File: config.mk
export PLATFORM = sky130hd
export DESIGN_NAME = bypass_tracker
export DESIGN_NICKNAME = d
export VERILOG_FILES = /design/src/rtl/bypass_tracker_pkg.sv /design/src/rtl/bypass_port_match.sv /design/src/rtl/bypass_tracker.sv
export SDC_FILE = /design/constraint.sdc
export NUM_CORES = 1
export LEC_CHECK = 0
export ABC_AREA = 1
export BUFFER_PORTS_ARGS = -buffer_cell sky130_fd_sc_hd__clkbuf_2
export CAP_MARGIN = 20
export CELL_PAD_IN_SITES_DETAIL_PLACEMENT = 1
export CELL_PAD_IN_SITES_GLOBAL_PLACEMENT = 1
export CORE_AREA = 2 2 188 190
export DETAILED_ROUTE_END_ITERATION = 6
export DIE_AREA = 0 0 190 192
export PLACE_DENSITY_LB_ADDON = 0.05
export SLEW_MARGIN = 10
export SYNTH_ARGS = -nofsm -noshare
export SYNTH_HDL_FRONTEND = slang
export SYNTH_HIERARCHICAL = 1
export SYNTH_SLANG_ARGS = --single-unit
export TNS_END_PERCENT = 100
File: constraint.sdc
create_clock -name clock -period 1.82 [get_ports clock]
set_input_delay 0.364 -clock clock [delete_from_list [all_inputs] [get_ports clock]]
set_output_delay 0.364 -clock clock [all_outputs]
set_load 0.1 [all_outputs]
File: src/rtl/bypass_tracker_pkg.sv
// Shared stage indices and tracking-entry type for the decode bypass tracker.
// Data type defaults to a 32-bit GPR value.
package cpu_core_params;

  typedef logic [31:0] CpuData;

  localparam int STAGE_EXE  = 0;
  localparam int STAGE_MEM  = 1;
  localparam int STAGE_WB   = 2;
  localparam int STAGE_RF   = 3;
  localparam int NUM_STAGES = 3;

  typedef struct packed {
    logic       valid;
    logic [4:0] dest;
    logic       wen;
    logic       is_load;
  } bypass_entry_t;

  function automatic logic entry_hit(
    input bypass_entry_t e,
    input logic [4:0]    r
  );
    return e.valid && e.wen &&
           (e.dest == r) && (r != 5'd0);
  endfunction

endpackage

File: src/rtl/bypass_port_match.sv
// One decode read port: youngest-match select and load-use stall.
// CPU_BYPASS_EN enables forwarding; otherwise any match stalls.
module bypass_port_match
  import cpu_core_params::*;
(
  input  bypass_entry_t entry [NUM_STAGES],
  input  logic [4:0]    src_reg,
  input  logic          mem_load_ok,
  output logic [0:2]    sel,
  output logic          stall
);

  logic [0:2] hit;

  always_comb begin
    for (int s = 0; s < NUM_STAGES; s++) begin
      hit[s] = entry_hit(entry[s], src_reg);
    end
  end

`ifdef CPU_BYPASS_EN
  logic unused_load;
  assign unused_load = entry[STAGE_WB].is_load;

  // Youngest stage wins; overlapping hits are expected.
  always_comb begin
    sel   = '0;
    stall = 1'b0;
    priority case (1'b1)
      hit[STAGE_EXE]: begin
        sel[STAGE_EXE] = 1'b1;
        stall = entry[STAGE_EXE].is_load;
      end
      hit[STAGE_MEM]: begin
        sel[STAGE_MEM] = 1'b1;
        stall = entry[STAGE_MEM].is_load &&
                !mem_load_ok;
      end
      hit[STAGE_WB]: begin
        sel[STAGE_WB] = 1'b1;
      end
      default: ;
    endcase
  end
`else
  logic unused_load;
  assign unused_load = ^{mem_load_ok,
                         entry[STAGE_EXE].is_load,
                         entry[STAGE_MEM].is_load,
                         entry[STAGE_WB].is_load};

  assign sel   = '0;
  assign stall = |hit;
`endif

endmodule

File: src/rtl/bypass_tracker.sv
// Tracks GPR writers in EXE/MEM/WB and steers decode operand bypass.
// Build with CPU_BYPASS_EN for forwarding; default build interlocks.
module bypass_tracker
  import cpu_core_params::*;
#(
  parameter int  READ_PORTS = 2,
  parameter type DataType   = cpu_core_params::CpuData
) (
  input  logic        clock,
  input  logic        reset_n,
  input  logic        id_fire,
  input  logic [4:0]  id_dest,
  input  logic        id_wen,
  input  logic        id_is_load,
  input  logic        exe_fire,
  input  logic        mem_fire,
  input  logic        wb_fire,
  input  logic        flush,
  input  logic        mem_load_ok,
  input  DataType     exe_result,
  input  DataType     mem_result,
  input  DataType     wb_result,
  input  DataType     rf_data [READ_PORTS],
  input  logic [4:0]  src_reg [READ_PORTS],
  output logic [0:2]  fwd_select [READ_PORTS],
  output DataType     fwd_inputs [READ_PORTS][4],
  output logic        stall,
  output logic [31:0] stall_count
);

  bypass_entry_t stage_q [NUM_STAGES];
  bypass_entry_t stage_d [NUM_STAGES];
  logic [READ_PORTS-1:0] port_stall;

  always_comb begin
    stage_d = stage_q;

    if (flush) begin
      stage_d[STAGE_EXE].valid = 1'b0;
    end else if (id_fire) begin
      stage_d[STAGE_EXE] = '{valid:   1'b1,
                             dest:    id_dest,
                             wen:     id_wen,
                             is_load: id_is_load};
    end else if (exe_fire) begin
      stage_d[STAGE_EXE].valid = 1'b0;
    end

    if (flush) begin
      stage_d[STAGE_MEM].valid = 1'b0;
    end else if (exe_fire) begin
      stage_d[STAGE_MEM] = stage_q[STAGE_EXE];
    end else if (mem_fire) begin
      stage_d[STAGE_MEM].valid = 1'b0;
    end

    // WB still accepts MEM during a flush.
    if (mem_fire) begin
      stage_d[STAGE_WB] = stage_q[STAGE_MEM];
    end else if (wb_fire) begin
      stage_d[STAGE_WB].valid = 1'b0;
    end
  end

  always_ff @(posedge clock or negedge reset_n) begin
    if (!reset_n) begin
      for (int s = 0; s < NUM_STAGES; s++) begin
        stage_q[s] <= '0;
      end
    end else begin
      stage_q <= stage_d;
    end
  end

  for (genvar p = 0; p < READ_PORTS; p++) begin : g_port
    bypass_port_match u_match (
      .entry       (stage_q),
      .src_reg     (src_reg[p]),
      .mem_load_ok (mem_load_ok),
      .sel         (fwd_select[p]),
      .stall       (port_stall[p])
    );
  end

  always_comb begin
    for (int p = 0; p < READ_PORTS; p++) begin
      fwd_inputs[p][STAGE_EXE] = exe_result;
      fwd_inputs[p][STAGE_MEM] = mem_result;
      fwd_inputs[p][STAGE_WB]  = wb_result;
      fwd_inputs[p][STAGE_RF]  = rf_data[p];
    end
  end

  assign stall = |port_stall;

  always_ff @(posedge clock or negedge reset_n) begin
    if (!reset_n) begin
      stall_count <= '0;
    end else if (stall && (stall_count != '1)) begin
      stall_count <= stall_count + 32'd1;
    end
  end

endmodule
Yosys cells after proc, flatten, opt, wreduce, memory -nomap -nowiden
Cells that the tools add are included.
- $add $sub $neg: 1
- multipliers: 0
- divide/modulo/power cells: 0
- magnitude comparators: 0
- eq/ne operators: 7
- shift operators: 0
- mux-type cells: 8
- bitwise logic cells: 1
- reductions and logical operators: 24
- operators by type and width (operator ; count):
    adder 32 x 1 -> 32 bit (second input constant) ; 1
    inequality test 32 bit (second input constant) ; 1
    == test 5 bit ; 6
    logical AND 1 bit ; 16
    nonzero test 5 bit ; 2
    two-way mux 1 bit ; 8
    nonzero test 3 bit ; 2
    OR reduction 6 bit ; 1
    AND reduction 2 bit ; 2
    nonzero test 2 bit ; 1
    NOT 1 bit ; 1
- register bits after elaboration: 53
- latch bits: 0
- RAM bits: 0
- ROM bits: 0
- output and inout port bits: 295
- word-level logic and storage cells: 51
- memories: 0

Depth between registers and ports, before layout
Gate-level depths: netlist of run 1.
- depth in word-level cells: 5
- depth in mapped cells: 13
- mapped depth without buffers: 13

Modules after synthesis
The synthesis of run 1 kept the hierarchy.
- by module, submodules not included (module ; instances ; cells each ; area an instance (um^2)):
    bypass_tracker ; 1 ; 672 ; 4967.3
    bypass_port_match ; 2 ; 75 ; 320.3

Least setup slack after synthesis of run 1
OpenSTA, ideal clock, no wires.
- path type: register -> register
- start point: register stall_count[1]
- end point: register stall_count[19]
- library setup time: 68 ps
- arrival: 2228 ps
- required time: 1752 ps
- setup slack: -476 ps
- stages on the path, launching flop included: 11
- clock period less this slack: 2296 ps
- path through: dfrtp_1 -> ha_1 -> inv_1 -> nor2_4 -> nand2_4 -> nor2_4 -> nand3_2 -> nand2_4 -> buf_12 -> nand2_1 -> nand2_1
- cells in the longest elaborated chain, start to end: 2
- elaborated cells between the ends (all ways): 3
- those cells by class: add/sub (1); eq/ne (1); reduce/logical (1)
- ends and longest elaborated chain (what ; RTL line ; text):
    from (decl) ; bypass_tracker.sv:28 ; output logic [31:0] stall_count
    from (signal assigned) ; bypass_tracker.sv:100 ; stall_count <= stall_count + 32'd1;
    parallel branches: the longest is 2 deep, another holds adder 32 x 1 -> 32 bit ; n/a ;
Parallel ways; which one is timed is not known.
A chain may end at the register's enable or synchronous reset.

Final worst setup path of run 1
- start point: register stage_q[22] (netlist name)
- end point: output stall
- cells in the longest elaborated chain, start to end: 4
- elaborated cells between the ends (all ways): 7
- those cells by class: eq/ne (2); reduce/logical (5)
- ends and longest elaborated chain (what ; RTL line ; text):
    from (decl) ; bypass_tracker.sv:31 ; bypass_entry_t stage_q [NUM_STAGES];
    from (signal assigned) ; bypass_tracker.sv:71 ; stage_q <= stage_d;
    == test 5 bit ; bypass_tracker_pkg.sv:25 ; (e.dest == r) && (r != 5'd0);
    logical AND 1 bit ; bypass_tracker_pkg.sv:24 ; return e.valid && e.wen &&
    logical AND 1 bit ; bypass_tracker_pkg.sv:25 ;
    OR reduction 6 bit (*) ; bypass_tracker.sv:94 ; assign stall = |port_stall;
    to (decl) ; bypass_tracker.sv:27 ; output logic stall,
Mark *: on every way between the ends. The rest lies on a longest branch, timed or not.

==> flow_summary.toml, run 1 <==
[clock_tree]
cts_sinks = 53
ctsHtreeMaxLevel = 2
clk_pin_slew_ns = 0.08
cts_tree = "built"
hold_buffers = 0
numCtsBuffers = 5
clockBufferDepth = 2
insertion_delay_ns = 0.31
cts-root-buf = "clkbuf_16"

[grt]
top_usage_layer = "met2"
grt-ovfl-total = 0
grt.total_usage = 0.103
grt_max_degree = 54
grt_pass1_wl_um = 27900
antenna_found_initial = 0
met1_usage = 0.117
first_global_vias = 4467
use_met2 = 0.178
globalRouteMet3Util = 0.0349

[placed_design]
dpl_cell_area_mm2 = 0.00477
placed_cells = 1091
preCtsSetupSlack_ns = -0.535
dp_hpwl_um = 14500
port_buffers = 55
place_congestion = 0.730

[worst_setup_path]
worstSetupEndpointType = "primary output"
cp_max_fo = 3
cp_data_required_time_ns = 1.46
reg2regPathDepth = 14
r2r_slack_ns = -0.24
reg2reg_to = "stall_count[21]$_DFFE_PN0P_"
critical-path-slowest-cell = "dfrtp_1"
max_stage_delay_ns = 0.42
crit_chain = "xor2_1, nor2_1, nand4_1, nand3_2, nor2_4, clkinvlp_4, buf_12"
cp.arrival_ns = 1.73
crit_buf_inv = 2
worstSetupStartpointType = "flop"
r2r_start = "stage_q[19]$_DFFE_PN0P_"
worst-path-stages = 7
criticalPathCategory = "reg2out"
crit_family = "simple AND/OR/NAND/NOR gates"

[floorplan]
core_area_mm2 = 0.0343
fp-row-count = 68
start_util = 0.160
die_w_um = 190
dieHeight_um = 192
dieArea_mm2 = 0.0365
io_pins = 480

[outcome]
status = "finished with violations"
failed_checks = "setup timing"

[layout]
drive_gt1_frac = 0.321
stdcell_area_mm2 = 0.00529
final_util = 0.154
nFillCells = 4141
diodes = 0
multi_input_comb_area_mm2 = 0.00212
syn_to_final_growth_pct = -3.75
seq_area_mm2 = 0.00139
layoutNonFillerInstCount = 1116
final_nets = 846

[hold_path]
min_path_type = "in2async"

[pwr]
comb_power_share = 0.256
swShare = 0.368
powerDensity_mw_per_mm2 = 641
switchingPower_mw = 1.25
p_seq_frac = 0.420
vdd_ir_drop_max_uv = 345
power.total_mw = 3.39
power.internal_mw = 2.14
cellLeakagePower_nw = 2.52
clkPwrFrac = 0.324

[drt]
post-route-drc-count = 0
drt_first_pass_iters = 4
ant_nets = 0
post_drt_via_cell_ratio = 3.59
drt_wl_total_um = 18900
wl_per_cell_um = 17.0
drt_first_iter_violations = 99
vias = 4003

[timing]
slew_violations = 0
fmax_mhz = 476
timing.final.ws_setup_ns = -0.279
max_slew.worst_pin.slew_ns = 0.559
fin_setup_tns_ns = -4.15
hold_slack_ns = 0.0604
period_share = 1.15
grt_setup_unrepaired = "yes"
setup_viol = 32
fin_skew_ns = 0.0110
relSlewSlack = 0.629
min_period_ns = 2.10
hold_violations = 0

[job]
max_cap_violations = 0

[yosys]
netlist_instances = 811
ys_warn_count = 6
syn_avg_cell_area_um2 = 6.78
synth_area_mm2 = 0.00550
==> sequential cells by signal (all words and copies together), names as in the netlist <==
signal       flops
stage_q         21
stall_count     32
==> worst max path at each step <==
stage | start | endpoint | slack, ns
floorplan | stage_q[4]$_DFFE_PN0P_ | stall_count[12]$_DFFE_PN0P_ | -0.24
global placement | src_reg[0] | stall_count[29]$_DFFE_PN0P_ | -0.50
detailed placement | src_reg[0] | stall_count[21]$_DFFE_PN0P_ | -0.53
CTS | stage_q[4]$_DFFE_PN0P_ | stall | -0.36
global route | stage_q[19]$_DFFE_PN0P_ | stall_count[21]$_DFFE_PN0P_ | -0.44
finish | stage_q[22]$_DFFE_PN0P_ | stall | -0.28
==> metal layers <==
metal | vias to the layer above | share of wire
met3 | 66 | 0.068
li1 | 1889 | -
met5 | - | 0
met2 | 180 | 0.49
met1 | 1868 | 0.42
met4 | 0 | 0.027
==> cells in the final DEF (no fill, tap or decap), types with 7 or more instances in the layout <==
cell / n
nand3_1: 12
dfrtp_1: 12
nand4_1: 18
nand2_2: 9
buf_4: 41
xnor2_1: 8
xor2_1: 10
nor2_2: 14
nand2_1: 236
clkbuf_16: 7
dfrtp_2: 35
o21ai_0: 7
clkbuf_2: 54
inv_1: 53
nor2_1: 64
nand3b_1: 15
nor2_4: 11
==> power groups by stage <==
stage	logic, mW	clock network, mW	registers [mW]
floorplan	3.00	0	1.59
global route	0.961	1.21	1.45
CTS	0.838	1.19	1.43
detailed placement	0.812	0	1.45
global placement	0.812	0	1.45
finish	0.868	1.10	1.43
==> area by class of cell <==
class / count / area share
clock buffer: 7 / 0.0288
clock inverter: 1 / 0.000945
inverter: 62 / 0.0461
multi-input combinational: 431 / 0.401
sequential: 53 / 0.263
tap: 455 / 0.108
timing repair buffer: 107 / 0.153
==> what timing repair did <==
item | 4_1_cts | 5_1_grt
setup endpoints to repair | 33 | 33
setup buffers | 6 | 9
cloned | 1 | 3
pin swaps | 19 | 30
gates resized for setup | 26 | 32
(Power assumes the default switching activity.)
==> run 2, diff against run 1 <==
--- a/config.mk
+++ b/config.mk
@@ -7,13 +7,14 @@
 export LEC_CHECK = 0
 export ABC_AREA = 1
 export BUFFER_PORTS_ARGS = -buffer_cell sky130_fd_sc_hd__clkbuf_2
-export CAP_MARGIN = 20
+export CAP_MARGIN = 10
 export CELL_PAD_IN_SITES_DETAIL_PLACEMENT = 1
 export CELL_PAD_IN_SITES_GLOBAL_PLACEMENT = 1
-export CORE_AREA = 2 2 188 190
+export CORE_AREA = 4 4 184 186
 export DETAILED_ROUTE_END_ITERATION = 6
-export DIE_AREA = 0 0 190 192
+export DIE_AREA = 0 0 188 190
 export PLACE_DENSITY_LB_ADDON = 0.05
+export RECOVER_POWER = 50
 export SLEW_MARGIN = 10
 export SYNTH_ARGS = -nofsm -noshare
 export SYNTH_HDL_FRONTEND = slang
==> flow_summary.toml, run 2 (synthesis results as in run 1) <==
[outcome]
status = "finished with violations"
failed_checks = "setup timing"

[layout]
diodes = 0
multi_input_comb_area_mm2 = 0.00211
syn_to_final_growth_pct = -3.73
final_util = 0.164
reg_top3 = "stall_count x32, stage_q x21"
final_cell_mix = "241 x nand2_1, 68 x nor2_1, 54 x inv_1, 54 x clkbuf_2, 49 x buf_4"
nFillCells = 3922
largest_register = "stall_count"
seq_area_mm2 = 0.00139
largest_reg_flops = 32
final_common_cell = "nand2_1"
drive_gt1_frac = 0.310
final_nets = 852

[clock_tree]
clk_pin_slew_ns = 0.07
insertion_delay_ns = 0.31
hold_buffers = 0
cts-root-buf = "clkbuf_16"
clockBufferDepth = 2
cts_tree = "built"
ctsHtreeMaxLevel = 2
cts_sinks = 53
numCtsBuffers = 5

[timing]
hold_violations = 0
fin_setup_tns_ns = -3.28
setup_viol = 31
max_slew.worst_pin.slew_ns = 1.46
min_period_ns = 2.08
timing.final.ws_setup_ns = -0.263
period_share = 1.14
relSlewSlack = 0.0262
grt_setup_unrepaired = "yes"
hold_slack_ns = 0.308
fin_skew_ns = 0.0108
fmax_mhz = 480
slew_violations = 0

[hold_path]
hold_path_depth = 3
min_to = "stage_q[22]$_DFFE_PN0P_"
worstHoldStart = "id_dest[4]"
min_path_type = "in2reg"

[worst_setup_path]
worstSetupEndpointType = "primary output"
cp.arrival_ns = 1.72
cp_max_fo = 3
reg2regPathDepth = 13
reg2reg_to = "stall_count[29]$_DFFE_PN0P_"
worstSetupStartpointType = "flop"
r2r_start = "stage_q[22]$_DFFE_PN0P_"
criticalPathCategory = "reg2out"
cp-startpoint = "stage_q[22]$_DFFE_PN0P_"
r2r_slack_ns = -0.17
cp_data_required_time_ns = 1.46

[drt]
ant_nets = 0
drt_first_pass_iters = 4
post_drt_via_cell_ratio = 3.59
wl_per_cell_um = 16.2
drt_first_iter_violations = 118
drt_wl_total_um = 18000
post-route-drc-count = 0
vias = 3985

[pwr]
cellLeakagePower_nw = 2.56
vdd_ir_drop_max_uv = 327
powerDensity_mw_per_mm2 = 685

[grt]
antenna_found_initial = 0
grt.total_usage = 0.100
grt_pass1_wl_um = 27400
first_global_vias = 4414
grt-ovfl-total = 0
grt_max_degree = 54

[floorplan]
core_area_mm2 = 0.0323
dieHeight_um = 190
die_w_um = 188
fp-row-count = 66
io_pins = 480
start_util = 0.170
dieArea_mm2 = 0.0357

[placed_design]
place_congestion = 0.763
port_buffers = 55
dp_hpwl_um = 14100

[job]
max_cap_violations = 0
==> run 2: critical path: stages, from the launching register on <==
cell and delay (ns):
dfrtp_1 0.44, xor2_1 0.21, nor2_1 0.09, nand4_1 0.09
nand3_2 0.11, nor2_4 0.15, clkinvlp_4 0.13, buf_12 0.17
==> run 2: how the worst max path moves through the flow <==
stage	to	slack, ns	cells after the start
2_1_floorplan	stall_count[12]$_DFFE_PN0P_	-0.24	12
3_3_place_gp	stall_count[29]$_DFFE_PN0P_	-0.57	14
3_5_place_dp	stall_count[29]$_DFFE_PN0P_	-0.59	14
4_1_cts	stall	-0.31	7
5_1_grt	stall	-0.36	9
6_report	stall	-0.26	7
==> run 2: what timing repair did <==
| action | 4_1_cts | 5_1_grt |
|---|---|---|
| buffers inserted | 9 | 1 |
| pin swaps | 11 | 12 |
| hold endpoints to repair | 0 | 0 |
| resized for setup | 36 | 12 |
| endpoints found under the setup margin | 32 | 33 |
| gates cloned | 2 | 0 |
==> run 2: area by class of cell <==
type	count	share of cell area
multi-input cells	431	0.398
well taps	442	0.104
inverters	62	0.0461
repair buffers	113	0.153
clock inverters	3	0.0123
clock buffers	5	0.0236
flip-flops and latches	53	0.263
==> run 2: metrics by stage <==
stage                     power, mW  std cells  worst slack [ns]  instance area, um^2
after floorplan                4.59        815            -0.240                 5610
after global placement         2.29       1089            -0.574                 4830
after detailed placement       2.29       1089            -0.594                 4830
after CTS                      3.72       1108            -0.306                 5290
after global routing           3.87       1109            -0.360                 5300
final                          3.62       1109            -0.263                 5300
==> run 2: power breakdown <==
part	total, mW	switching (mW)	internal, mW	leakage [nW]
Sequential	1.40	0.117	1.28	0.634
Combinational	0.892	0.607	0.285	1.83
Clock	1.33	0.542	0.790	0.0938
==> run 2: per-layer routing <==
layer,up-vias,routed length (um),GRT usage
met3,59,1000,0.0308
met1,1850,7940,0.121
met2,175,8680,0.169
met5,-,0,0
li1,1901,-,-
met4,0,387,0.0370
==> run 3, diff against run 2 <==
--- a/config.mk
+++ b/config.mk
@@ -13,6 +13,7 @@
 export CORE_AREA = 4 4 184 186
 export DETAILED_ROUTE_END_ITERATION = 6
 export DIE_AREA = 0 0 188 190
+export GPL_TIMING_DRIVEN = 0
 export PLACE_DENSITY_LB_ADDON = 0.05
 export RECOVER_POWER = 50
 export SLEW_MARGIN = 10
==> flow_summary.toml, run 3 (synthesis results as in run 1) <==
[worst_setup_path]
crit_chain = "nand2_1, clkinv_2, nor2_2, nor2_1, nand4_1, nand3_2, nor2_4, clkinvlp_4, clkbuf_16"
max_stage_delay_ns = 0.42
reg2reg_to = "stall_count[29]$_DFFE_PN0P_"
crit_buf_inv = 3
worstSetupStartpointType = "flop"
criticalPathCategory = "reg2out"
reg2regPathDepth = 14
cp.arrival_ns = 1.81
worst-path-stages = 9
critical-path-slowest-cell = "dfrtp_1"
worstSetupEndpointType = "primary output"
cp_data_required_time_ns = 1.46
cp_max_fo = 5
r2r_slack_ns = -0.29
crit_family = "simple AND/OR/NAND/NOR gates"
r2r_start = "stage_q[4]$_DFFE_PN0P_"

[timing]
slew_violations = 0
max_slew.worst_pin.slew_ns = 0.628
hold_violations = 0
setup_viol = 32
period_share = 1.19
fmax_mhz = 461
timing.final.ws_setup_ns = -0.350
min_period_ns = 2.17
fin_setup_tns_ns = -6.39
relSlewSlack = 0.581
fin_skew_ns = 0.00816
hold_slack_ns = 0.308
grt_setup_unrepaired = "yes"

[grt]
grt.total_usage = 0.116
grt_pass1_wl_um = 33400
antenna_found_initial = 0
first_global_vias = 5803
grt_max_degree = 33
grt-ovfl-total = 0

[pwr]
p_seq_frac = 0.233
swShare = 0.584
powerDensity_mw_per_mm2 = 741
vdd_ir_drop_max_uv = 343
switchingPower_mw = 3.57
comb_power_share = 0.604
power.internal_mw = 2.55
cellLeakagePower_nw = 4.64
clkPwrFrac = 0.164

[clock_tree]
clk_pin_slew_ns = 0.08
cts-root-buf = "clkbuf_16"
cts_sinks = 53
clockBufferDepth = 2
numCtsBuffers = 5
insertion_delay_ns = 0.30
ctsHtreeMaxLevel = 2
cts_tree = "built"

[job]
max_cap_violations = 0

[outcome]
failed_checks = "setup timing"
status = "finished with violations"

[hold_path]
min_to = "stage_q[18]$_DFFE_PN0P_"
worstHoldStart = "id_dest[0]"
min_path_type = "in2reg"
hold_path_depth = 3

[drt]
drt_wl_total_um = 22200
ant_nets = 0
drt_first_pass_iters = 4
post_drt_via_cell_ratio = 3.55
drt_first_iter_violations = 122
vias = 5675
wl_per_cell_um = 13.9
post-route-drc-count = 0

[layout]
syn_to_final_growth_pct = 50.0
drive_gt1_frac = 0.596
final_nets = 1341
largest_reg_flops = 32
reg_top3 = "stall_count x32, stage_q x21"
final_common_cell = "clkbuf_2"
diodes = 0
final_cell_mix = "308 x clkbuf_2, 241 x nand2_1, 168 x buf_4"
largest_register = "stall_count"

[placed_design]
place_congestion = 0.704
dp_hpwl_um = 19400
port_buffers = 310

[floorplan]
start_util = 0.170
die_w_um = 188
dieHeight_um = 190
core_area_mm2 = 0.0323
fp-row-count = 66
dieArea_mm2 = 0.0357
io_pins = 480
run 3: cell count changes in the layout (fill, tap and decap cells not counted), sizes merged, moves of 2 or more:
| cell | previous run | this run |
|---|---|---|
| buf | 59 | 178 |
| bufinv | 2 | 0 |
| clkbuf | 59 | 428 |
| clkinvlp | 3 | 5 |
| inv | 59 | 57 |
run 3: power groups by stage:
| stage | Sequential [mW] | Combinational [mW] | Clock (mW) |
|---|---|---|---|
| after floorplan | 1.59 | 3.00 | 0 |
| after global placement | 1.46 | 3.65 | 0 |
| after detailed placement | 1.45 | 3.66 | 0 |
| after CTS | 1.43 | 3.72 | 1.07 |
| after global routing | 1.45 | 3.85 | 1.12 |
| final | 1.42 | 3.69 | 1.00 |
run 3: stage by stage:
step / utilization / worst slack (ns) / power (mW) / instances / area, um^2
after CTS: 0.255 / -0.407 / 6.22 / 1594 / 8230
after global routing: 0.255 / -0.498 / 6.42 / 1598 / 8250
final: 0.255 / -0.350 / 6.11 / 1598 / 8250
after detailed placement: 0.240 / -0.563 / 5.11 / 1568 / 7740
after floorplan: - / -0.240 / 4.59 / 815 / 5610
after global placement: 0.239 / -0.593 / 5.10 / 1567 / 7710
run 3: repair_timing:
item / 4_1_cts / 5_1_grt
endpoints found under the setup margin: 31 / 33
setup buffers: 16 / 4
resized for setup: 43 / 7
hold buffers: 1 / 0
pin swaps: 11 / 7
endpoints found under the hold margin: 1 / 0
gates cloned: 2 / 0
run 3: worst min-delay path, stage by stage:
cell,delay [ns]
clkbuf_2,0.08
nor2_1,0.03
a21oi_1,0.10
run 3: area by class of cell:
type | instances | area, um^2
flip-flops and latches | 53 | 1400
clock inverters | 2 | 15.0
inverters | 62 | 245
repair buffers | 333 | 1810
well taps | 442 | 553
plain buffers | 269 | 2030
multi-input cells | 431 | 2080
clock buffers | 6 | 129
fillers | 4070 | 24000
run 3: routing by layer:
| metal | vias to the layer above | routed length, um | track usage |
|---|---|---|---|
| li1 | 2889 | - | - |
| met2 | 199 | 12500 | 0.233 |
| met3 | 7 | 1330 | 0.0270 |
| met1 | 2580 | 8290 | 0.128 |
| met5 | - | 0 | 0 |
| met4 | 0 | 96 | 0.0127 |
run 3: worst max-delay path by stage:
stage,from,end,slack (ns)
after CTS,stage_q[4]$_DFFE_PN0P_,stall,-0.41
after global placement,src_reg[3],stall,-0.59
after detailed placement,src_reg[8],stall,-0.56
final,stage_q[4]$_DFFE_PN0P_,stall,-0.35
after floorplan,stage_q[4]$_DFFE_PN0P_,stall_count[12]$_DFFE_PN0P_,-0.24
after global routing,stage_q[4]$_DFFE_PN0P_,stall,-0.50
